### src/rtl/pc_predict_unit_pkg.sv
// Shared types and helpers for the fetch PC / branch predictor unit.
// Condition codes, flag positions, BHT reset value, condition evaluator.
package pc_predict_unit_pkg;

  localparam logic [2:0] COND_NEQ  = 3'b000;
  localparam logic [2:0] COND_EQ   = 3'b001;
  localparam logic [2:0] COND_GT   = 3'b010;
  localparam logic [2:0] COND_LT   = 3'b011;
  localparam logic [2:0] COND_GTE  = 3'b100;
  localparam logic [2:0] COND_LTE  = 3'b101;
  localparam logic [2:0] COND_OVFL = 3'b110;
  localparam logic [2:0] COND_UNC  = 3'b111;

  localparam int FLAG_Z = 2;
  localparam int FLAG_V = 1;
  localparam int FLAG_N = 0;

  localparam logic [1:0] BHT_INIT = 2'b01;

  function automatic logic cond_eval(
    input logic [2:0] cond,
    input logic [2:0] flags
  );
    logic z, v, n, r;
    z = flags[FLAG_Z];
    v = flags[FLAG_V];
    n = flags[FLAG_N];
    unique case (cond)
      COND_NEQ:  r = !z;
      COND_EQ:   r = z;
      COND_GT:   r = !z && !n;
      COND_LT:   r = n;
      COND_GTE:  r = z || !n;
      COND_LTE:  r = z || n;
      COND_OVFL: r = v;
      default:   r = 1'b1;
    endcase
    return r;
  endfunction

endpackage

### src/rtl/bht_2bit.sv
// Branch history table of 2-bit saturating counters.
// Ports: clk, rst_n, rd_idx_i/rd_ctr_o (comb read), wr_en_i/wr_idx_i/wr_taken_i.
module bht_2bit
  import pc_predict_unit_pkg::*;
#(
  parameter int DEPTH = 16,
  parameter int IDX_W = $clog2(DEPTH)
) (
  input  logic             clk,
  input  logic             rst_n,
  input  logic [IDX_W-1:0] rd_idx_i,
  output logic [1:0]       rd_ctr_o,
  input  logic             wr_en_i,
  input  logic [IDX_W-1:0] wr_idx_i,
  input  logic             wr_taken_i
);

  logic [1:0] ctr_q [DEPTH];
  logic [1:0] cur;
  logic [1:0] ctr_d;

  assign rd_ctr_o = ctr_q[rd_idx_i];
  assign cur      = ctr_q[wr_idx_i];

  always_comb begin
    ctr_d = cur;
    if (wr_taken_i) begin
      if (cur != 2'b11) ctr_d = cur + 2'd1;
    end else begin
      if (cur != 2'b00) ctr_d = cur - 2'd1;
    end
  end

  always_ff @(posedge clk or negedge rst_n) begin
    if (!rst_n) begin
      for (int i = 0; i < DEPTH; i++) ctr_q[i] <= BHT_INIT;
    end else if (wr_en_i) begin
      ctr_q[wr_idx_i] <= ctr_d;
    end
  end

endmodule

### src/rtl/pc_predict_unit.sv
// Fetch PC register with BHT prediction, EX-resolved redirect, stall/halt.
// Ports: fetch side (stall, halt, if_*, pc_out, pc_plus2, pred_taken), EX side (ex_*, flush), halted.
module pc_predict_unit
  import pc_predict_unit_pkg::*;
#(
  parameter int              PC_W      = 16,
  parameter int              IMM_W     = 9,
  parameter int              BHT_DEPTH = 16,
  parameter logic [PC_W-1:0] RESET_PC  = '0
) (
  input  logic             clk,
  input  logic             rst_n,
  input  logic             stall,
  input  logic             halt,
  input  logic             if_is_branch,
  input  logic [IMM_W-1:0] if_imm,
  output logic [PC_W-1:0]  pc_out,
  output logic [PC_W-1:0]  pc_plus2,
  output logic             pred_taken,
  input  logic             ex_valid,
  input  logic [PC_W-1:0]  ex_pc,
  input  logic [IMM_W-1:0] ex_imm,
  input  logic [2:0]       ex_cond,
  input  logic [2:0]       ex_flags,
  input  logic             ex_pred_taken,
  output logic             flush,
  output logic             halted
);

  localparam int IDX_W = $clog2(BHT_DEPTH);

  logic [PC_W-1:0] pc_q, pc_d;
  logic            halted_q, halted_d;
  logic [1:0]      rd_ctr;
  logic [PC_W-1:0] if_off, ex_off;
  logic [PC_W-1:0] if_tgt, ex_tgt;
  logic [PC_W-1:0] ex_plus2, redir;
  logic            actual;

  // Offsets are in words: sign-extend, then scale to bytes.
  assign if_off = {{(PC_W-IMM_W){if_imm[IMM_W-1]}}, if_imm} << 1;
  assign ex_off = {{(PC_W-IMM_W){ex_imm[IMM_W-1]}}, ex_imm} << 1;

  assign pc_plus2 = pc_q + PC_W'(2);
  assign ex_plus2 = ex_pc + PC_W'(2);
  assign if_tgt   = pc_plus2 + if_off;
  assign ex_tgt   = ex_plus2 + ex_off;

  assign actual = cond_eval(ex_cond, ex_flags);
  assign flush  = rst_n & ex_valid & (actual != ex_pred_taken);
  assign redir  = actual ? ex_tgt : ex_plus2;

  bht_2bit #(
    .DEPTH (BHT_DEPTH),
    .IDX_W (IDX_W)
  ) u_bht (
    .clk        (clk),
    .rst_n      (rst_n),
    .rd_idx_i   (pc_q[IDX_W:1]),
    .rd_ctr_o   (rd_ctr),
    .wr_en_i    (ex_valid),
    .wr_idx_i   (ex_pc[IDX_W:1]),
    .wr_taken_i (actual)
  );

  assign pred_taken = if_is_branch & rd_ctr[1];

  // A flush outranks halt so a wrong-path HLT cannot freeze fetch.
  always_comb begin
    pc_d     = pc_q;
    halted_d = halted_q;
    if (flush) begin
      pc_d     = redir;
      halted_d = 1'b0;
    end else if (halted_q || halt) begin
      halted_d = 1'b1;
    end else if (stall) begin
      pc_d = pc_q;
    end else if (pred_taken) begin
      pc_d = if_tgt;
    end else begin
      pc_d = pc_plus2;
    end
  end

  always_ff @(posedge clk or negedge rst_n) begin
    if (!rst_n) begin
      pc_q     <= RESET_PC;
      halted_q <= 1'b0;
    end else begin
      pc_q     <= pc_d;
      halted_q <= halted_d;
    end
  end

  assign pc_out = pc_q;
  assign halted = halted_q;

endmodule

### config.mk
export PLATFORM = sky130hd
export DESIGN_NAME = pc_predict_unit
export DESIGN_NICKNAME = d
export VERILOG_FILES = /design/src/rtl/pc_predict_unit_pkg.sv /design/src/rtl/bht_2bit.sv /design/src/rtl/pc_predict_unit.sv
export SDC_FILE = /design/constraint.sdc
export NUM_CORES = 1
export LEC_CHECK = 0
export ABC_AREA = 1
export BUFFER_PORTS_ARGS = -buffer_cell sky130_fd_sc_hd__buf_2
export CORE_MARGIN = 2
export CORE_UTILIZATION = 40
export CTS_CLUSTER_DIAMETER = 80
export DETAILED_ROUTE_END_ITERATION = 7
export PLACE_DENSITY = 0.67
export SLEW_MARGIN = 30
export SYNTH_ARGS = -nofsm -noshare
export SYNTH_HDL_FRONTEND = slang
export SYNTH_SLANG_ARGS = --single-unit
### constraint.sdc
create_clock -name clk -period 7.41 [get_ports clk]
set_clock_uncertainty 0.1 [all_clocks]
set_input_delay 0.741 -clock clk [delete_from_list [all_inputs] [get_ports clk]]
set_output_delay 0.741 -clock clk [all_outputs]
set_load 0.01 [all_outputs]
==> summary.md <==
| Metric | Value |
|---|---|
| Nets@finish | 954 |
| GR Overflow Total | 0 |
| CTS tree | yes |
| ANT nets after route | 0 |
| CP Class | primary input to primary output |
| Max-cap violations | 0 |
| Min-Delay Path Class | flip-flop to flip-flop |
| Post-Place Cells | 1031 |
| Final Worst Setup Slack | 3.57 ns |
| IO Count | 82 |
| Netlist cell types | 43 |
| Full die area | 13800 um2 |
| Gr usage total | 20.8% |
| Primary FF master, synth | dfrtp_1 |
| Commonest non-fill, non-tap cells in the layout | nand2_1 (237), nor2_1 (89), inv_1 (81), buf_2 (81), o21ai_0 (62) |
| Reg2reg setup slack | 4.01 ns |
| Critical Path RT | 6.57 ns |
| Row Count | 41 |
| Commonest non-fill, non-tap cell in the layout | nand2_1 |
| Die Wd | 118 um |
| Initial antenna violation count | 0 |
| Cell mode on critical path | nand2_1 |
| Non-Filler Instances | 1039 |
| Clock transition at path regs | 0.07 ns |
| Status | finished, final reports clean |
| TritonCTS Sinks | 49 |
| Final core utilization | 45.8% |
| Async SR Flop Fraction | 100% |
| 1st-pass router iterations | 5 |
| TNS Setup | 0 ns |
| GPL Wtd Cong | 0.903 |
| Postcts setup bufs | 0 |
| WL/cell | 13.5 um |
| Yosys warnings | 0 |
| # port buffers | 81 |
| Vias in the first global route | 4983 |
| Fmax | 0.260 GHz |
| Clock root cell | clkbuf_16 |
| Final Cycle Share | 51.8% |
| Largest net degree at the start of global routing | 51 |
| Period minus WS final | 3.84 ns |
| Clock buffer count from CTS | 5 |
| CP Buf/Inv Count | 4 |
| Unrepaired setup endpoints after global routing | no |
| Worst-Skew Late Latency | 0.30 ns |
| Clk buf depth | 2 |
| Syn nets | 884 |
| Vias | 5266 |
| Final setup fails | 0 |
| Synth Register Bits | 49 |
| CP endpoint kind | primary output |
| Power density over the cells | 297 nW/um2 |
| Final Max Slew Viols | 0 |
| Layout cells sized above 1 | 15.2% |
| Slew HR | 53.6% |
| Vias per inst | 5.07 |
| Layout Area Growth over Synthesis | 12.1% |
| Worst Tran Pin Value | 0.696 ns |
| Resized cells post-CTS | 0 |
| Synthesized area | 5160 um2 |
| Syn_area_per_cell | 6.48 um2 |
| Initial DRC Count | 364 |
| Post-synth EDFFs | 0 |
| Routed WL | 14000 um |
| Remaining DRCs | 0 |
| Post-Syn Instances | 796 |
| Slowest stage delay, CP | 0.50 ns |
| Final Hold Fails | 0 |
| Dpl ws | 3.57 ns |
| Seq/Total Area, Yosys | 24.2% |
| Critical Path Slowest Stage Cell | nand2_1 |
| Leak | 2.98 nW |
| Worst path cell trace | buf_2 > nor2_1 > nand2_1 > o211ai_1 > nand2_1 > nand2_1 > inv_1 > nand2_1 > nand3_4 > inv_2 > buf_2 |
| Hold-fix buffers at CTS | 0 |
| ANT cells | 0 |
| Initial core utilization | 40.9% |
| Die span in y | 118 um |
| Total power | 1.71 mW |
| Critical Path Source Type | primary input |
| Crit path DAT | 3.00 ns |
| Core Region | 12600 um2 |
| Worst Path Max Fanout | 23 |
| First-pass GRT wire length | 24100 um |
| Detailed Place HPWL | 11000 um |
| Cell family with most CP delay | simple AND/OR/NAND/NOR gates |
| H-tree depth | 2 |
| Max rail drop VDD | 0.165 mV |
==> routing by layer <==
layer	GRT usage, %	vias to the layer above	share of wire (%)
met2	36.3	99	49
met3	2.66	13	3.2
met1	27.6	2408	46
li1	-	2746	-
met5	0	-	0
met4	4.37	0	1.2
==> path summary, 6_finish.rpt <==
path                                  from         endpoint  depth (start not counted)
max                             ex_cond[1]            flush                         11
min                        u_bht.ctr_q[16]  u_bht.ctr_q[16]                          2
max reg2reg                      pc_out[1]       pc_out[15]                         21
min reg2reg                u_bht.ctr_q[16]  u_bht.ctr_q[16]                          2
max in group asynchronous            rst_n   u_bht.ctr_q[5]                          2
min in group asynchronous            rst_n       pc_out[12]                          2
==> cells by family (layout without fill, tap and decap cells) <==
family	count (synthesis)	in the layout	synth area share, %
xor+xnor	35	35	6.23
fa+ha+maj	41	41	10.2
compound gates	163	163	17.0
simple gates	402	402	33.1
buf+inv	106	177	9.31
flops	49	49	24.2
==> final cells by class <==
| class | count | area (um2) |
|---|---|---|
| timing repair buffer | 82 | 413 |
| multi-input combinational | 641 | 3430 |
| clock inverter | 2 | 16.3 |
| tap | 172 | 215 |
| inverter | 87 | 329 |
| fill | 1367 | 6840 |
| sequential | 49 | 1250 |
| clock buffer | 6 | 129 |
==> power by group <==
group          switching, mW  internal (mW)
registers              0.115          0.367
logic                  0.622          0.383
clock network          0.101          0.126
==> synthesized netlist by cell type (4+ instances only) <==
master | count | area, um2
buf_2 | 6 | 30.0
o21ai_1 | 23 | 115
nand3_1 | 39 | 195
buf_6 | 7 | 78.8
o22ai_1 | 5 | 31.3
nor2_1 | 89 | 334
nand4_1 | 10 | 62.6
nand3b_1 | 4 | 30.0
nand2_1 | 237 | 890
o21ai_0 | 62 | 310
ha_1 | 39 | 488
inv_1 | 81 | 304
dfstp_2 | 16 | 420
o211ai_1 | 8 | 60.1
nor3_1 | 5 | 25.0
buf_4 | 5 | 37.5
inv_2 | 5 | 18.8
xor2_1 | 22 | 193
xnor2_1 | 11 | 96.3
dfrtp_1 | 33 | 826
a21oi_1 | 54 | 270
==> flip-flops by register name, indices dropped and copies added (netlist names) <==
name / cells
u_bht.ctr_q: 32
pc_out: 16
halted: 1
==> tightest hold or removal path, delay by kind of cell (launching register included) <==
kind | cells | cell delay, ns
compound gates | 1 | 0.05
flops | 1 | 0.37
simple gates | 1 | 0.05
==> stage by stage <==
step | hold WS (ns) | area, um2
floorplan | 0.345 | 5160
global placement | 0.362 | 5640
detailed placement | 0.369 | 5640
CTS | 0.377 | 5780
global route | 0.391 | 5780
finish | 0.378 | 5780
(Power assumes the default switching activity.)
